## src/rtl/fp_op_sequencer_if.sv

```systemverilog
// ---------------------------------------------------------------------------
// fp_op_sequencer_if
// Groups every non-clock, non-reset signal of the FP operation sequencer.
//   Request side : in_valid/in_ready handshake with in_a, in_b, in_op
//   ALU side     : alu_a/alu_b/alu_op out to a combinational FP ALU,
//                  alu_result and alu_* flags back from it
//   Response side: out_valid/out_ready handshake with out_result and flags
//   Status       : clr_sticky in, sticky_ovf/sticky_unf and op_count out
// The slave modport is the sequencer itself; the master modport is the
// surrounding environment (requester, ALU and response consumer together).
// ---------------------------------------------------------------------------
interface fp_op_sequencer_if;
   logic        in_valid;
   logic        in_ready;
   logic [31:0] in_a;
   logic [31:0] in_b;
   logic [2:0]  in_op;

   logic [31:0] alu_a;
   logic [31:0] alu_b;
   logic [2:0]  alu_op;
   logic [31:0] alu_result;
   logic        alu_overflow;
   logic        alu_underflow;
   logic        alu_gt;
   logic        alu_lt;
   logic        alu_eq;

   logic        out_valid;
   logic        out_ready;
   logic [31:0] out_result;
   logic        out_overflow;
   logic        out_underflow;
   logic        out_gt;
   logic        out_lt;
   logic        out_eq;
   logic        out_illegal;

   logic        clr_sticky;
   logic        sticky_ovf;
   logic        sticky_unf;
   logic [15:0] op_count;

   modport slave (
      input  in_valid, in_a, in_b, in_op,
      input  alu_result, alu_overflow, alu_underflow, alu_gt, alu_lt, alu_eq,
      input  out_ready, clr_sticky,
      output in_ready, alu_a, alu_b, alu_op,
      output out_valid, out_result, out_overflow, out_underflow,
      output out_gt, out_lt, out_eq, out_illegal,
      output sticky_ovf, sticky_unf, op_count
   );

   modport master (
      output in_valid, in_a, in_b, in_op,
      output alu_result, alu_overflow, alu_underflow, alu_gt, alu_lt, alu_eq,
      output out_ready, clr_sticky,
      input  in_ready, alu_a, alu_b, alu_op,
      input  out_valid, out_result, out_overflow, out_underflow,
      input  out_gt, out_lt, out_eq, out_illegal,
      input  sticky_ovf, sticky_unf, op_count
   );
endinterface

```

## src/rtl/fp_op_sequencer.sv

```systemverilog
// ---------------------------------------------------------------------------
// fp_op_sequencer
// Accepts one FP request at a time, holds its operands steady on the ALU
// inputs for SETTLE_CYCLES cycles so the combinational FP ALU can settle,
// then captures the ALU outputs and presents them until the consumer takes
// them. Illegal opcodes (4-7) bypass the ALU and answer with out_illegal.
// Ports:
//   clk  - single clock, rising edge
//   rst  - asynchronous active-high reset
//   bus  - fp_op_sequencer_if slave modport (request, ALU, response, status)
// ---------------------------------------------------------------------------
module fp_op_sequencer #(
   parameter int unsigned SETTLE_CYCLES = 2
) (
   input logic               clk,
   input logic               rst,
   fp_op_sequencer_if.slave  bus
);

   typedef enum logic [1:0] {IDLE, EXEC, HOLD} state_t;

   localparam logic [3:0] SETTLE_LOAD = 4'(SETTLE_CYCLES - 1);

   state_t      state_q, state_d;
   logic [3:0]  cnt_q, cnt_d;

   logic [31:0] aluA_q, aluB_q;
   logic [2:0]  aluOp_q;
   logic [31:0] outResult_q;
   logic        outOverflow_q, outUnderflow_q;
   logic        outGt_q, outLt_q, outEq_q, outIllegal_q;
   logic        stickyOvf_q, stickyOvf_d;
   logic        stickyUnf_q, stickyUnf_d;
   logic [15:0] opCount_q;

   logic        inReady;
   logic        outValid;
   logic        accept;
   logic        illegalOp;
   logic        capture;
   logic        handshake;

   assign accept    = bus.in_valid && inReady;
   assign illegalOp = bus.in_op[2];
   assign capture   = (state_q == EXEC) && (cnt_q == 4'd0);
   assign handshake = outValid && bus.out_ready;

   // State register: the settle counter travels with the state so both are
   // cleared together when reset discards an in-flight operation.
   always_ff @(posedge clk or posedge rst) begin
      if (rst) begin
         state_q <= IDLE;
         cnt_q   <= '0;
      end else begin
         state_q <= state_d;
         cnt_q   <= cnt_d;
      end
   end

   // Next-state logic. A new request can only be taken from IDLE or from a
   // HOLD whose response is leaving this cycle, which gives back-to-back
   // operation without a bubble. Illegal opcodes go straight to HOLD since
   // there is nothing for the ALU to compute.
   always_comb begin
      state_d = state_q;
      cnt_d   = cnt_q;
      case (state_q)
         IDLE: begin
            if (accept) state_d = illegalOp ? HOLD : EXEC;
         end
         EXEC: begin
            if (cnt_q == 4'd0) state_d = HOLD;
            else               cnt_d   = cnt_q - 4'd1;
         end
         HOLD: begin
            if (bus.out_ready) state_d = accept ? (illegalOp ? HOLD : EXEC) : IDLE;
         end
         default: state_d = IDLE;
      endcase
      if (accept) cnt_d = SETTLE_LOAD;
   end

   // Output decode. in_ready is masked by reset so a requester never sees a
   // ready while the block is being cleared.
   always_comb begin
      inReady  = 1'b0;
      outValid = 1'b0;
      case (state_q)
         IDLE:    inReady = !rst;
         HOLD:    begin
            inReady  = !rst && bus.out_ready;
            outValid = 1'b1;
         end
         default: inReady = 1'b0;
      endcase
   end

   // Sticky flags collect exceptions of responses actually handed over; a
   // clear in the same cycle as a new exception loses to the exception.
   always_comb begin
      stickyOvf_d = (handshake && outOverflow_q)  || (stickyOvf_q && !bus.clr_sticky);
      stickyUnf_d = (handshake && outUnderflow_q) || (stickyUnf_q && !bus.clr_sticky);
   end

   // Datapath registers: operand latch on accept, response capture at the
   // end of the settle window (or a synthetic illegal response), and the
   // completed-response counter which simply wraps at 16 bits.
   always_ff @(posedge clk or posedge rst) begin
      if (rst) begin
         aluA_q         <= '0;
         aluB_q         <= '0;
         aluOp_q        <= '0;
         outResult_q    <= '0;
         outOverflow_q  <= 1'b0;
         outUnderflow_q <= 1'b0;
         outGt_q        <= 1'b0;
         outLt_q        <= 1'b0;
         outEq_q        <= 1'b0;
         outIllegal_q   <= 1'b0;
         stickyOvf_q    <= 1'b0;
         stickyUnf_q    <= 1'b0;
         opCount_q      <= '0;
      end else begin
         if (accept) begin
            aluA_q  <= bus.in_a;
            aluB_q  <= bus.in_b;
            aluOp_q <= bus.in_op;
         end
         if (accept && illegalOp) begin
            outResult_q    <= '0;
            outOverflow_q  <= 1'b0;
            outUnderflow_q <= 1'b0;
            outGt_q        <= 1'b0;
            outLt_q        <= 1'b0;
            outEq_q        <= 1'b0;
            outIllegal_q   <= 1'b1;
         end else if (capture) begin
            outResult_q    <= bus.alu_result;
            outOverflow_q  <= bus.alu_overflow;
            outUnderflow_q <= bus.alu_underflow;
            outGt_q        <= bus.alu_gt;
            outLt_q        <= bus.alu_lt;
            outEq_q        <= bus.alu_eq;
            outIllegal_q   <= 1'b0;
         end
         stickyOvf_q <= stickyOvf_d;
         stickyUnf_q <= stickyUnf_d;
         if (handshake) opCount_q <= opCount_q + 16'd1;
      end
   end

   assign bus.in_ready      = inReady;
   assign bus.out_valid     = outValid;
   assign bus.alu_a         = aluA_q;
   assign bus.alu_b         = aluB_q;
   assign bus.alu_op        = aluOp_q;
   assign bus.out_result    = outResult_q;
   assign bus.out_overflow  = outOverflow_q;
   assign bus.out_underflow = outUnderflow_q;
   assign bus.out_gt        = outGt_q;
   assign bus.out_lt        = outLt_q;
   assign bus.out_eq        = outEq_q;
   assign bus.out_illegal   = outIllegal_q;
   assign bus.sticky_ovf    = stickyOvf_q;
   assign bus.sticky_unf    = stickyUnf_q;
   assign bus.op_count      = opCount_q;

endmodule
```

## src/flat_wrapper.sv

```systemverilog
// flat-port wrapper written by rule: the top's interface ports become plain ports
module fp_op_sequencer_flat 
#(
   parameter int unsigned SETTLE_CYCLES = 2
)
  (clk, rst, bus_in_valid, bus_in_a, bus_in_b, bus_in_op, bus_alu_result, bus_alu_overflow, bus_alu_underflow, bus_alu_gt, bus_alu_lt, bus_alu_eq, bus_out_ready, bus_clr_sticky, bus_in_ready, bus_alu_a, bus_alu_b, bus_alu_op, bus_out_valid, bus_out_result, bus_out_overflow, bus_out_underflow, bus_out_gt, bus_out_lt, bus_out_eq, bus_out_illegal, bus_sticky_ovf, bus_sticky_unf, bus_op_count);
  fp_op_sequencer_if bus_i ();
  input logic clk;
  input logic rst;
  input wire logic [$bits(bus_i.in_valid)-1:0] bus_in_valid;
  input wire logic [$bits(bus_i.in_a)-1:0] bus_in_a;
  input wire logic [$bits(bus_i.in_b)-1:0] bus_in_b;
  input wire logic [$bits(bus_i.in_op)-1:0] bus_in_op;
  input wire logic [$bits(bus_i.alu_result)-1:0] bus_alu_result;
  input wire logic [$bits(bus_i.alu_overflow)-1:0] bus_alu_overflow;
  input wire logic [$bits(bus_i.alu_underflow)-1:0] bus_alu_underflow;
  input wire logic [$bits(bus_i.alu_gt)-1:0] bus_alu_gt;
  input wire logic [$bits(bus_i.alu_lt)-1:0] bus_alu_lt;
  input wire logic [$bits(bus_i.alu_eq)-1:0] bus_alu_eq;
  input wire logic [$bits(bus_i.out_ready)-1:0] bus_out_ready;
  input wire logic [$bits(bus_i.clr_sticky)-1:0] bus_clr_sticky;
  output wire logic [$bits(bus_i.in_ready)-1:0] bus_in_ready;
  output wire logic [$bits(bus_i.alu_a)-1:0] bus_alu_a;
  output wire logic [$bits(bus_i.alu_b)-1:0] bus_alu_b;
  output wire logic [$bits(bus_i.alu_op)-1:0] bus_alu_op;
  output wire logic [$bits(bus_i.out_valid)-1:0] bus_out_valid;
  output wire logic [$bits(bus_i.out_result)-1:0] bus_out_result;
  output wire logic [$bits(bus_i.out_overflow)-1:0] bus_out_overflow;
  output wire logic [$bits(bus_i.out_underflow)-1:0] bus_out_underflow;
  output wire logic [$bits(bus_i.out_gt)-1:0] bus_out_gt;
  output wire logic [$bits(bus_i.out_lt)-1:0] bus_out_lt;
  output wire logic [$bits(bus_i.out_eq)-1:0] bus_out_eq;
  output wire logic [$bits(bus_i.out_illegal)-1:0] bus_out_illegal;
  output wire logic [$bits(bus_i.sticky_ovf)-1:0] bus_sticky_ovf;
  output wire logic [$bits(bus_i.sticky_unf)-1:0] bus_sticky_unf;
  output wire logic [$bits(bus_i.op_count)-1:0] bus_op_count;
  assign bus_i.in_valid = bus_in_valid;
  assign bus_i.in_a = bus_in_a;
  assign bus_i.in_b = bus_in_b;
  assign bus_i.in_op = bus_in_op;
  assign bus_i.alu_result = bus_alu_result;
  assign bus_i.alu_overflow = bus_alu_overflow;
  assign bus_i.alu_underflow = bus_alu_underflow;
  assign bus_i.alu_gt = bus_alu_gt;
  assign bus_i.alu_lt = bus_alu_lt;
  assign bus_i.alu_eq = bus_alu_eq;
  assign bus_i.out_ready = bus_out_ready;
  assign bus_i.clr_sticky = bus_clr_sticky;
  assign bus_in_ready = bus_i.in_ready;
  assign bus_alu_a = bus_i.alu_a;
  assign bus_alu_b = bus_i.alu_b;
  assign bus_alu_op = bus_i.alu_op;
  assign bus_out_valid = bus_i.out_valid;
  assign bus_out_result = bus_i.out_result;
  assign bus_out_overflow = bus_i.out_overflow;
  assign bus_out_underflow = bus_i.out_underflow;
  assign bus_out_gt = bus_i.out_gt;
  assign bus_out_lt = bus_i.out_lt;
  assign bus_out_eq = bus_i.out_eq;
  assign bus_out_illegal = bus_i.out_illegal;
  assign bus_sticky_ovf = bus_i.sticky_ovf;
  assign bus_sticky_unf = bus_i.sticky_unf;
  assign bus_op_count = bus_i.op_count;
  fp_op_sequencer #(.SETTLE_CYCLES(SETTLE_CYCLES)) u_core (.clk(clk), .rst(rst), .bus(bus_i));
endmodule
```

## config.mk

```make
export PLATFORM = sky130hd
export DESIGN_NAME = fp_op_sequencer_flat
export DESIGN_NICKNAME = d
export VERILOG_FILES = /design/src/rtl/fp_op_sequencer_if.sv /design/src/rtl/fp_op_sequencer.sv /design/src/flat_wrapper.sv
export SDC_FILE = /design/constraint.sdc
export NUM_CORES = 1
export LEC_CHECK = 0
export ABC_CLOCK_PERIOD_IN_PS = 6000
export CAP_MARGIN = 20
export CORE_MARGIN = 2
export CORE_UTILIZATION = 41
export CTS_CLUSTER_SIZE = 40
export DETAILED_ROUTE_END_ITERATION = 8
export HOLD_SLACK_MARGIN = 0.02
export PLACE_DENSITY = 0.89
export SLEW_MARGIN = 5
export SYNTH_ARGS = -nofsm -noshare
export SYNTH_HDL_FRONTEND = slang
export SYNTH_SLANG_ARGS = --single-unit
```

## constraint.sdc

```tcl
create_clock -name clk -period 6 [get_ports clk]
set_input_delay 1.2 -clock clk [delete_from_list [all_inputs] [get_ports clk]]
set_output_delay 1.2 -clock clk [all_outputs]
set_load 0.02 [all_outputs]
```

Yosys cells after proc, flatten, opt, wreduce, memory -nomap -nowiden
Cells that the tools add are included.
{ "op_classes": {"bitwise_logic": 0, "div": 0, "n_reduce_logical": 19, "muxes": 25, "magnitude_cmp": 0, "n_shift": 0, "multipliers": 0, "n_addsub": 2, "n_eq_ne": 6} }
{ "ops": {"columns": ["op", "n"], "rows": [
  ["$mux 32", 2],
  ["$add 16x1->16 const B", 1],
  ["$mux 1", 13],
  ["$mux 4", 3],
  ["$mux 2", 5],
  ["$logic_and 1x1->1", 9],
  ["$pmux 2 s3", 1],
  ["$logic_not 4->1", 1],
  ["$ne 2x1->1 const B", 2],
  ["$ne 2x2->1 const B", 2],
  ["$reduce_bool 2->1", 2],
  ["$sub 4x1->4 const B", 1],
  ["$reduce_and 3->1", 1],
  ["$eq 2x1->1 const B", 1],
  ["$eq 2x2->1 const B", 1],
  ["$logic_not 1->1", 2],
  ["$logic_not 2->1", 1],
  ["$logic_or 1x1->1", 2],
  ["$pmux 1 s2", 1],
  ["$reduce_and 2->1", 1]
]} }
{ "word_totals": {"ram_bits": 0, "latchBits": 0, "input_bits": 109, "word_cells": 67, "regBits": 129, "romBits": 0, "output_inout_bits": 125, "memories": 0} }

Depth between registers and ports, before layout
Gate-level depths: netlist (run 1).
{ "depth": {"depth_word": 7, "ltp_mapped": 9, "depth_no_buf": 6} }

Least setup slack after synthesis (run 1)
No wires, ideal clock.
{ "synth_timing": {"kind": "input to output", "from": "input bus_out_ready", "to": "output bus_in_ready", "slack_ps": 3047, "t_required_ps": 4800, "path_buffers": 0, "arrival_time_ps": 1753, "stages": 2, "cell_sequence": "nor2b_1 nor3_1"} }
{ "synth_between": {"elab_chain_cells": 2} }
{ "synth_rtl": {"columns": ["item", "line", "text"], "rows": [
  ["start: declaration", "flat_wrapper.sv:20", "input wire logic [$bits(bus_i.out_ready)-1:0] bus_out_ready;"],
  ["$logic_and 1x1->1", "fp_op_sequencer.sv:91", "inReady = !rst && bus.out_ready;"],
  ["$pmux 1 s2", "fp_op_sequencer.sv:88", "case (state_q)"],
  ["end: declaration", "flat_wrapper.sv:22", "output wire logic [$bits(bus_i.in_ready)-1:0] bus_in_ready;"]
]} }
No other way between the ends.

Worst setup path in the final report (run 1)
Ends and elaborated chain as after synthesis.

==> impl_metrics.json, run 1 <==
{
  "critPathKind": "input pin to primary output",
  "die_w_um": 114,
  "outcome": "finished clean",
  "start_util": 0.415,
  "peakVddDrop_mv": 0.286,
  "cts_tree": "yes",
  "ys_async_sr_fraction": 1.00,
  "netlist.top_cell.by_area": "dfrtp_1",
  "path_common_cell": "clkdlybuf4s50_1",
  "hp-class": "flip-flop to flip-flop",
  "cts_setup_buffers": 0,
  "cpPeakStageDelay_ns": 0.66,
  "cp.arrival_ns": 2.70,
  "drv_cap": 0,
  "crit_path_start_kind": "input pin",
  "die_area_um2": 13000,
  "synth.area.top_cells": "dfrtp_1 (65%), mux2_2 (15%), a22o_1 (6.6%)",
  "synth_edf_count": 0,
  "syn_avg_cell_area_um2": 14.7,
  "drcViolationCount": 0,
  "p_per_area_nw_per_um2": 544,
  "regArea_um2": 3230,
  "area_growth_pct": 61.9,
  "multi_input_area_um2": 1590,
  "syn-cell-area_um2": 4950,
  "p_leak_nw": 3.41,
  "port_buffers": 233,
  "wirelength_um": 12600,
  "crit_chain": "clkdlybuf4s50_1 > nor2b_1 > nor3_1 > clkdlybuf4s50_1",
  "grt_util_met2": 0.327,
  "crit_path_end_kind": "primary output",
  "io_pins": 234,
  "die_h_um": 114,
  "synth_common_cells": "dfrtp_1 (129), mux2_2 (67), a22o_1 (37)",
  "dp_hpwl_um": 8820,
  "insertion_delay_ns": 0.41,
  "fmax_mhz": 257,
  "gr-max-usage-layer": "met2",
  "globalplace.congestion": 0.792,
  "slew-limit-headroom": 0.411,
  "grt_pass1_vias": 3894,
  "grtUsageMet3": 0.0755,
  "antenna_found_initial": 0,
  "numCtsBuffers": 17,
  "layout.nets": 687,
  "syn-num-nets": 448,
  "worstMarginPinSlew_ns": 0.883,
  "route.vias.total": 3676,
  "yosys_warnings": 0,
  "synth_top_area_frac": 0.653,
  "nFillCells": 870,
  "routedWlPerCell_um": 17.1,
  "postRouteAntennaNets": 0,
  "clock-root-buffer": "clkbuf_16",
  "grt_max_degree": 88,
  "ys_ff_latch": 129,
  "drtIter0Drc": 149,
  "cp_max_fo": 3,
  "setup_viol": 0,
  "core_area_um2": 11900,
  "placed_area_um2": 7400,
  "worstPathRequired_ns": 4.80,
  "hold_violations": 0,
  "synth.most_common_cell": "dfrtp_1",
  "cts_resized": 0,
  "rows": 40,
  "tns_ns": 0,
  "design_area_um2": 8010,
  "period_share": 0.649,
  "yosysUniqueCellTypes": 29,
  "fin_cells": 735,
  "rsz0062_at_grt": "no",
  "post-place-cells": 702,
  "htreeDepth": 4,
  "grt_use_met1": 0.229,
  "synth-main-ff-cell": "dfrtp_1",
  "synthCells": 336,
  "fin_util": 0.672,
  "routed_via_density": 5.00,
  "track_usage": 0.198,
  "grt_pass1_wl_um": 19800,
  "hold_buffers": 0,
  "fin_crit_ns": 3.90,
  "cts_buffer_depth": 2,
  "ys_seq_area_frac": 0.653,
  "antenna_cells": 0,
  "slew_violations": 0,
  "drtPass1Iterations": 4,
  "skew_ns": 0.00871,
  "drive_above_1_share": 0.179,
  "slowest_stage": "clkdlybuf4s50_1",
  "path_clk_slew_ns": 0.05,
  "clkSinkCount": 129,
  "grt_remaining_overflow": 0
}
==> cell families (layout without fill, tap and decap cells) <==
logic type | after synthesis | after routing | synth area share
buffers and inverters | 26 | 278 | 0.0296
multiplexers | 67 | 67 | 0.153
flip-flops | 129 | 129 | 0.653
XOR/XNOR | 18 | 18 | 0.0319
AND/OR/NAND/NOR | 47 | 47 | 0.0498
AO/OA/AOI/OAI | 46 | 46 | 0.0761
adder cells (fa/ha/maj) | 3 | 3 | 0.00759
==> critical path: cells and delay by family <==
family,cells,cell delay (ns)
AND/OR/NAND/NOR,2,0.33
buffers and inverters,2,1.16
==> final timing paths <==
kind / startpoint / end / slack (ns) / cells past startpoint
setup / recovery: bus_out_ready / bus_in_ready / 2.10 / 4
hold / removal: u_core.bus.op_count[15] / u_core.bus.op_count[15] / 0.49 / 1
setup reg to reg: u_core.state_q[1] / u_core.bus.alu_b[24] / 3.70 / 4
hold reg to reg: u_core.bus.op_count[15] / u_core.bus.op_count[15] / 0.49 / 1
max in group asynchronous: rst / u_core.bus.alu_b[10] / 3.97 / 3
min in group asynchronous: rst / u_core.bus.out_result[3] / 1.20 / 2
==> flip-flops by register name (all words and copies together) (netlist names), 2 cells and up <==
| name | cells |
|---|---|
| u_core.bus.op_count | 16 |
| u_core.bus.alu_b | 32 |
| u_core.cnt_q | 4 |
| u_core.bus.alu_op | 3 |
| u_core.state_q | 2 |
| u_core.bus.alu_a | 32 |
| u_core.bus.out_result | 32 |
==> final cells by class <==
cell class | instances | share of cell area
clock buffer | 23 | 0.0597
clock inverter | 9 | 0.0133
sequential | 129 | 0.403
multi-input combinational | 181 | 0.198
tap | 147 | 0.0230
timing repair buffer | 238 | 0.298
inverter | 8 | 0.00406
==> power breakdown <==
part | internal [mW] | switching (mW) | total (mW) | leakage [nW]
combinational | 0.995 | 0.873 | 1.87 | 1.51
clock | 0.643 | 0.366 | 1.01 | 0.279
sequential | 1.25 | 0.229 | 1.48 | 1.62
total | 2.89 | 1.47 | 4.36 | 3.41
==> cells in the final DEF (no fill, tap or decap), types with 2 or more instances in the layout <==
master and instances:
nor3_1 5, bufinv_16 2, inv_1 7, nand3_1 6, xor2_1 8, clkinv_2 3
ha_1 3, clkdlybuf4s50_1 233, o21ai_0 5, clkinvlp_4 3, nor4_1 2, nand2b_1 3
a22o_1 37, nand2_1 16, clkbuf_16 17, xnor2_1 10, nor2_1 4, clkbuf_8 3
dfrtp_1 129, nor2b_1 2, clkbuf_1 3, mux2_2 67, buf_4 4, nand4_1 2
==> per-stage QoR <==
stage / hold slack, ns / worst slack (ns) / power (mW)
floorplan: 0.500 / 1.36 / 2.41
global placement: 0.463 / 2.15 / 3.30
detailed placement: 0.482 / 2.13 / 3.36
CTS: 0.494 / 2.10 / 4.40
global route: 0.510 / 2.00 / 4.57
finish: 0.492 / 2.10 / 4.36
==> metal layers <==
layer | wire (µm) | vias up | part of all wire
li1 | - | 1676 | -
met2 | 6320 | 154 | 0.50
met3 | 914 | 33 | 0.073
met4 | 442 | 0 | 0.035
met5 | 0 | - | 0
met1 | 4890 | 1813 | 0.39
(Power assumes the default switching activity.)
==> run 2, diff against run 1 <==
ABC_CLOCK_PERIOD_IN_PS = 3650   (was 6000)
clock period = 3.65 ns   (was 6 ns; I/O delays follow)
==> run 2 against run 1 <==
  * Hold slack got worse by 0.00065 ns
  * Cell count decreased by 0.14%
  * Largest power group unchanged
  * Critical path depth did not move
  * Sequential share of layout area grew 0.26 points
  * Combinational power grew 65%
  * Critical endpoint unchanged
  * Highest routed layer unchanged
==> impl_metrics.json, run 2 (synthesis results as in run 1) <==
{
  "reg2reg_slack_ns": 1.07,
  "hp-class": "flip-flop to flip-flop",
  "drtIter0Drc": 133,
  "cts_setup_buffers": 0,
  "setup_viol": 0,
  "r2r_cells": 7,
  "hold_buffers": 0,
  "grt_remaining_overflow": 0,
  "wl_met1_um": 5020,
  "critPathKind": "input pin to primary output",
  "slew-limit-headroom": 0.397,
  "highest-signal-layer": "met4",
  "routedWlPerCell_um": 17.3,
  "clock-root-buffer": "clkbuf_16",
  "grt_pass1_vias": 3963,
  "routed_via_density": 5.00,
  "drv_cap": 0,
  "core_area_um2": 11900,
  "cts_buffer_depth": 2,
  "final_cell_mix": "clkdlybuf4s50_1 (233), dfrtp_1 (129), mux2_2 (67)",
  "grt_pass1_wl_um": 19900,
  "area_growth_pct": 60.8,
  "grt_max_degree": 74,
  "worstPathRequired_ns": 2.92,
  "met2_length_um": 6650,
  "skew_ns": 0.0114,
  "cp_max_fo": 3,
  "rsz0062_at_grt": "no",
  "period_share": 0.793,
  "hold_violations": 0,
  "crit_path_end": "bus_in_ready",
  "placed_area_um2": 7420,
  "cts_resized": 0,
  "r2r-end": "u_core.bus.out_result[12]",
  "wirelength_um": 12700,
  "layout.nets": 687,
  "io_pins": 234,
  "postRouteAntennaNets": 0,
  "cts_tree": "yes",
  "crit_start": "bus_out_ready",
  "rows": 40,
  "clkSinkCount": 129,
  "insertion_delay_ns": 0.41,
  "design_area_um2": 7960,
  "port_buffers": 233,
  "route.vias.total": 3673,
  "drcViolationCount": 0,
  "crit_path_end_kind": "primary output",
  "fin_util": 0.668,
  "reg2reg_from": "u_core.cnt_q[0]",
  "fin_crit_ns": 2.90,
  "final_common_cell": "clkdlybuf4s50_1",
  "start_util": 0.415,
  "antenna_cells": 0,
  "outcome": "finished clean",
  "worstMarginPinSlew_ns": 0.905,
  "route.met3.wl_um": 791,
  "slew_violations": 0,
  "drive_above_1_share": 0.177,
  "antenna_found_initial": 0,
  "cp.arrival_ns": 2.17,
  "track_usage": 0.198,
  "p_per_area_nw_per_um2": 887,
  "die_w_um": 114,
  "crit_path_start_kind": "input pin",
  "peakVddDrop_mv": 0.514,
  "p_leak_nw": 3.38,
  "fmax_mhz": 345,
  "numCtsBuffers": 17,
  "path_clk_slew_ns": 0.05,
  "die_area_um2": 13000,
  "htreeDepth": 4,
  "globalplace.congestion": 0.831,
  "die_h_um": 114,
  "drtPass1Iterations": 4,
  "tns_ns": 0,
  "dp_hpwl_um": 9040
}
run 2: cell types whose count changed in the layout (fill, tap and decap cells not counted), sizes merged:
| cell | before | now |
|---|---|---|
| clkinvlp | 3 | 5 |
| inv | 8 | 7 |
| clkbuf | 23 | 21 |
| clkinv | 4 | 5 |
| bufinv | 2 | 1 |
run 2: power by group:
group,leakage (nW),internal [mW],switching (mW)
sequential,1.62,2.06,0.389
clock,0.255,0.944,0.582
combinational,1.51,1.64,1.44
run 2: worst max-delay path: stages:
cell             delay, ns
clkdlybuf4s50_1       0.50
nor2b_1               0.09
nor3_1                0.19
clkdlybuf4s50_1       0.65
run 2: area by class of cell:
class                           count  area (µm²)
Clock inverter                     10        88.8
Sequential cell                   129        3230
Timing Repair Buffer              238        2380
Clock buffer                       21         450
Multi-Input combinational cell    181        1590
Inverter                            8        33.8
Fill cell                         875        3960
Tap cell                          147         184
run 2: worst min path at each step:
stage	start	end	slack (ns)	cells past startpoint
after floorplan	u_core.cnt_q[3]	u_core.cnt_q[3]	0.50	2
after global placement	u_core.bus.op_count[15]	u_core.bus.op_count[15]	0.48	1
after detailed placement	u_core.bus.out_result[24]	u_core.bus.out_result[24]	0.48	1
after CTS	u_core.bus.op_count[15]	u_core.bus.op_count[15]	0.49	1
after global routing	u_core.bus.out_eq	u_core.bus.out_eq	0.51	1
final	u_core.bus.op_count[15]	u_core.bus.op_count[15]	0.49	1
run 2: metrics by stage:
step | hold slack, ns | instances | worst slack, ns | total power, mW
after floorplan | 0.500 | 336 | 1.32 | 3.96
after global routing | 0.512 | 734 | 0.668 | 7.40
after global placement | 0.476 | 703 | 0.787 | 5.44
after CTS | 0.493 | 734 | 0.745 | 7.12
final | 0.491 | 734 | 0.754 | 7.06
after detailed placement | 0.485 | 703 | 0.765 | 5.55
run 2: per-layer routing:
layer,global-route usage,up-vias
met4,0.0707,0
met2,0.341,146
met5,0,-
li1,-,1681
met1,0.233,1827
met3,0.0664,19
==> run 3, diff against run 2 <==
ABC_CLOCK_PERIOD_IN_PS = 2400   (was 3650)
CORE_UTILIZATION = 37   (was 41)
PLACE_DENSITY = 0.85   (was 0.89)
clock period = 2.4 ns   (was 3.65 ns; I/O delays follow)
==> run 3 against run 2 <==
  * Sequential power is 51% higher
  * Via count is 0.84% higher
  * Register-to-register slack got worse by 0.64 ns
  * Largest cell class unchanged
  * Global-route usage fell by 2.0 points
  * Highest routed layer unchanged
  * Cell count up 5.2%
  * Total power increased by 54%
  * Utilization down 5.0 points
  * Setup slack lost 0.55 ns
  * Largest power group unchanged
  * Sequential cell count did not move
==> impl_metrics.json, run 3 (synthesis results as in run 1) <==
{
  "outcome": "finished clean",
  "cts_buffer_depth": 2,
  "skew_ns": 0.00421,
  "slew-limit-headroom": 0.741,
  "p_per_area_nw_per_um2": 1340,
  "critPathKind": "flip-flop to primary output",
  "final_common_cell": "clkdlybuf4s50_1",
  "drtIter0Drc": 119,
  "grt_pass1_wl_um": 20000,
  "cp_top_family": "buffers and inverters",
  "grt_remaining_overflow": 0,
  "worstPathRequired_ns": 1.92,
  "reg2reg_from": "u_core.cnt_q[0]",
  "rows": 42,
  "cpPeakStageDelay_ns": 0.61,
  "postRouteAntennaNets": 0,
  "grt_max_degree": 67,
  "drv_cap": 0,
  "crit_start": "u_core.state_q[0]",
  "layout.nets": 696,
  "p_total_mw": 10.9,
  "p_leak_nw": 3.47,
  "period_share": 0.914,
  "track_usage": 0.179,
  "slew_violations": 0,
  "dp_hpwl_um": 9150,
  "hp-class": "flip-flop to flip-flop",
  "crit_path_end_kind": "primary output",
  "multi_input_area_um2": 1590,
  "port_buffers": 233,
  "rsz0062_at_grt": "no",
  "hold_depth": 1,
  "r2r_cells": 7,
  "hold_buffers": 0,
  "r2r-end": "u_core.bus.out_result[30]",
  "die_w_um": 120,
  "antenna_found_initial": 0,
  "crit_path_start_kind": "flip-flop",
  "peakVddDrop_mv": 0.879,
  "drtPass1Iterations": 4,
  "drive_above_1_share": 0.186,
  "slowest_stage": "clkdlybuf4s50_1",
  "fin_hold_ws_ns": 0.483,
  "cp.arrival_ns": 1.71,
  "fin_crit_ns": 2.19,
  "die_h_um": 120,
  "crit_chain": "nand2b_1 > inv_1 > clkdlybuf4s50_1",
  "numCtsBuffers": 17,
  "cp_max_fo": 7,
  "path_clk_slew_ns": 0.05,
  "route.vias.total": 3704,
  "setup_viol": 0,
  "cts_setup_buffers": 0,
  "regArea_um2": 3230,
  "pre_cts_ws_ns": -0.0133,
  "fin_cells": 772,
  "worstHoldStart": "u_core.bus.op_count[15]",
  "nFillCells": 1009,
  "cts_resized": 1,
  "wirelength_um": 12500,
  "fin_util": 0.618,
  "hold_violations": 0,
  "grt_pass1_vias": 3989,
  "htreeDepth": 4,
  "min_to": "u_core.bus.op_count[15]",
  "clock-root-buffer": "clkbuf_16",
  "post-place-cells": 741,
  "routedWlPerCell_um": 16.2,
  "io_pins": 234,
  "critPathBufInv": 2,
  "final_cell_mix": "clkdlybuf4s50_1 (232), dfrtp_1 (129), mux2_2 (67)",
  "finalWorstSetupSlack_ns": 0.205,
  "cts_tree": "yes",
  "globalplace.congestion": 0.759,
  "clkSinkCount": 129,
  "insertion_delay_ns": 0.40,
  "routed_via_density": 4.80,
  "drcViolationCount": 0,
  "reg2reg_slack_ns": 0.43,
  "antenna_cells": 0,
  "fmax_mhz": 456,
  "core_area_um2": 13100,
  "worstMarginPinSlew_ns": 0.385,
  "area_growth_pct": 64.2,
  "start_util": 0.377,
  "die_area_um2": 14300
}
[run 3: cell types whose count changed in the layout (fill, tap and decap cells not counted)]
cell | previous run | this run
buf_4 | 4 | 10
dlygate4sd2_1 | 0 | 1
clkbuf_8 | 1 | 3
clkinv_4 | 1 | 0
buf_12 | 1 | 4
bufinv_16 | 1 | 2
clkinvlp_4 | 5 | 1
clkbuf_1 | 3 | 5
clkdlybuf4s50_1 | 233 | 232
[run 3: power breakdown]
group          total [mW]  internal, mW  switching, mW
registers            3.70          3.13          0.573
logic                4.72          2.54           2.18
clock network        2.45          1.60          0.854
[run 3: through the flow]
step           setup TNS, ns  cell area (µm²)
2_1_floorplan              0             4950
3_3_place_gp         -0.0204             7560
3_5_place_dp         -0.0193             7560
4_1_cts                    0             8120
5_1_grt                    0             8120
6_report                   0             8120
[run 3: worst max path at each step]
| stage | depth (start not counted) | to |
|---|---|---|
| floorplan | 1 | u_core.bus.alu_a[0] |
| global placement | 4 | bus_in_ready |
| detailed placement | 7 | u_core.bus.alu_a[30] |
| CTS | 3 | bus_out_valid |
| global route | 3 | bus_out_valid |
| finish | 3 | bus_out_valid |
[run 3: worst register-to-register path: stages (launching register included)]
cell and delay, ns:
dfrtp_1 0.37, inv_1 0.12, ha_1 0.15, or3b_1 0.47, nor3b_4 0.28, a21oi_2 0.08
buf_12 0.18, a22o_1 0.22
[run 3: layout make-up]
cell class / instances / share of cell area
multi-input cells: 181 / 0.196
flip-flops and latches: 129 / 0.397
clock buffers: 25 / 0.0598
clock inverters: 6 / 0.00986
well taps: 176 / 0.0271
inverters: 8 / 0.00416
repair buffers: 247 / 0.306
[run 3: routing by layer]
metal,GRT usage,vias to the layer above,share of wire
li1,-,1692,-
met3,0.0570,20,0.065
met4,0.0750,0,0.022
met2,0.302,147,0.52
met1,0.210,1845,0.39
met5,0,-,0
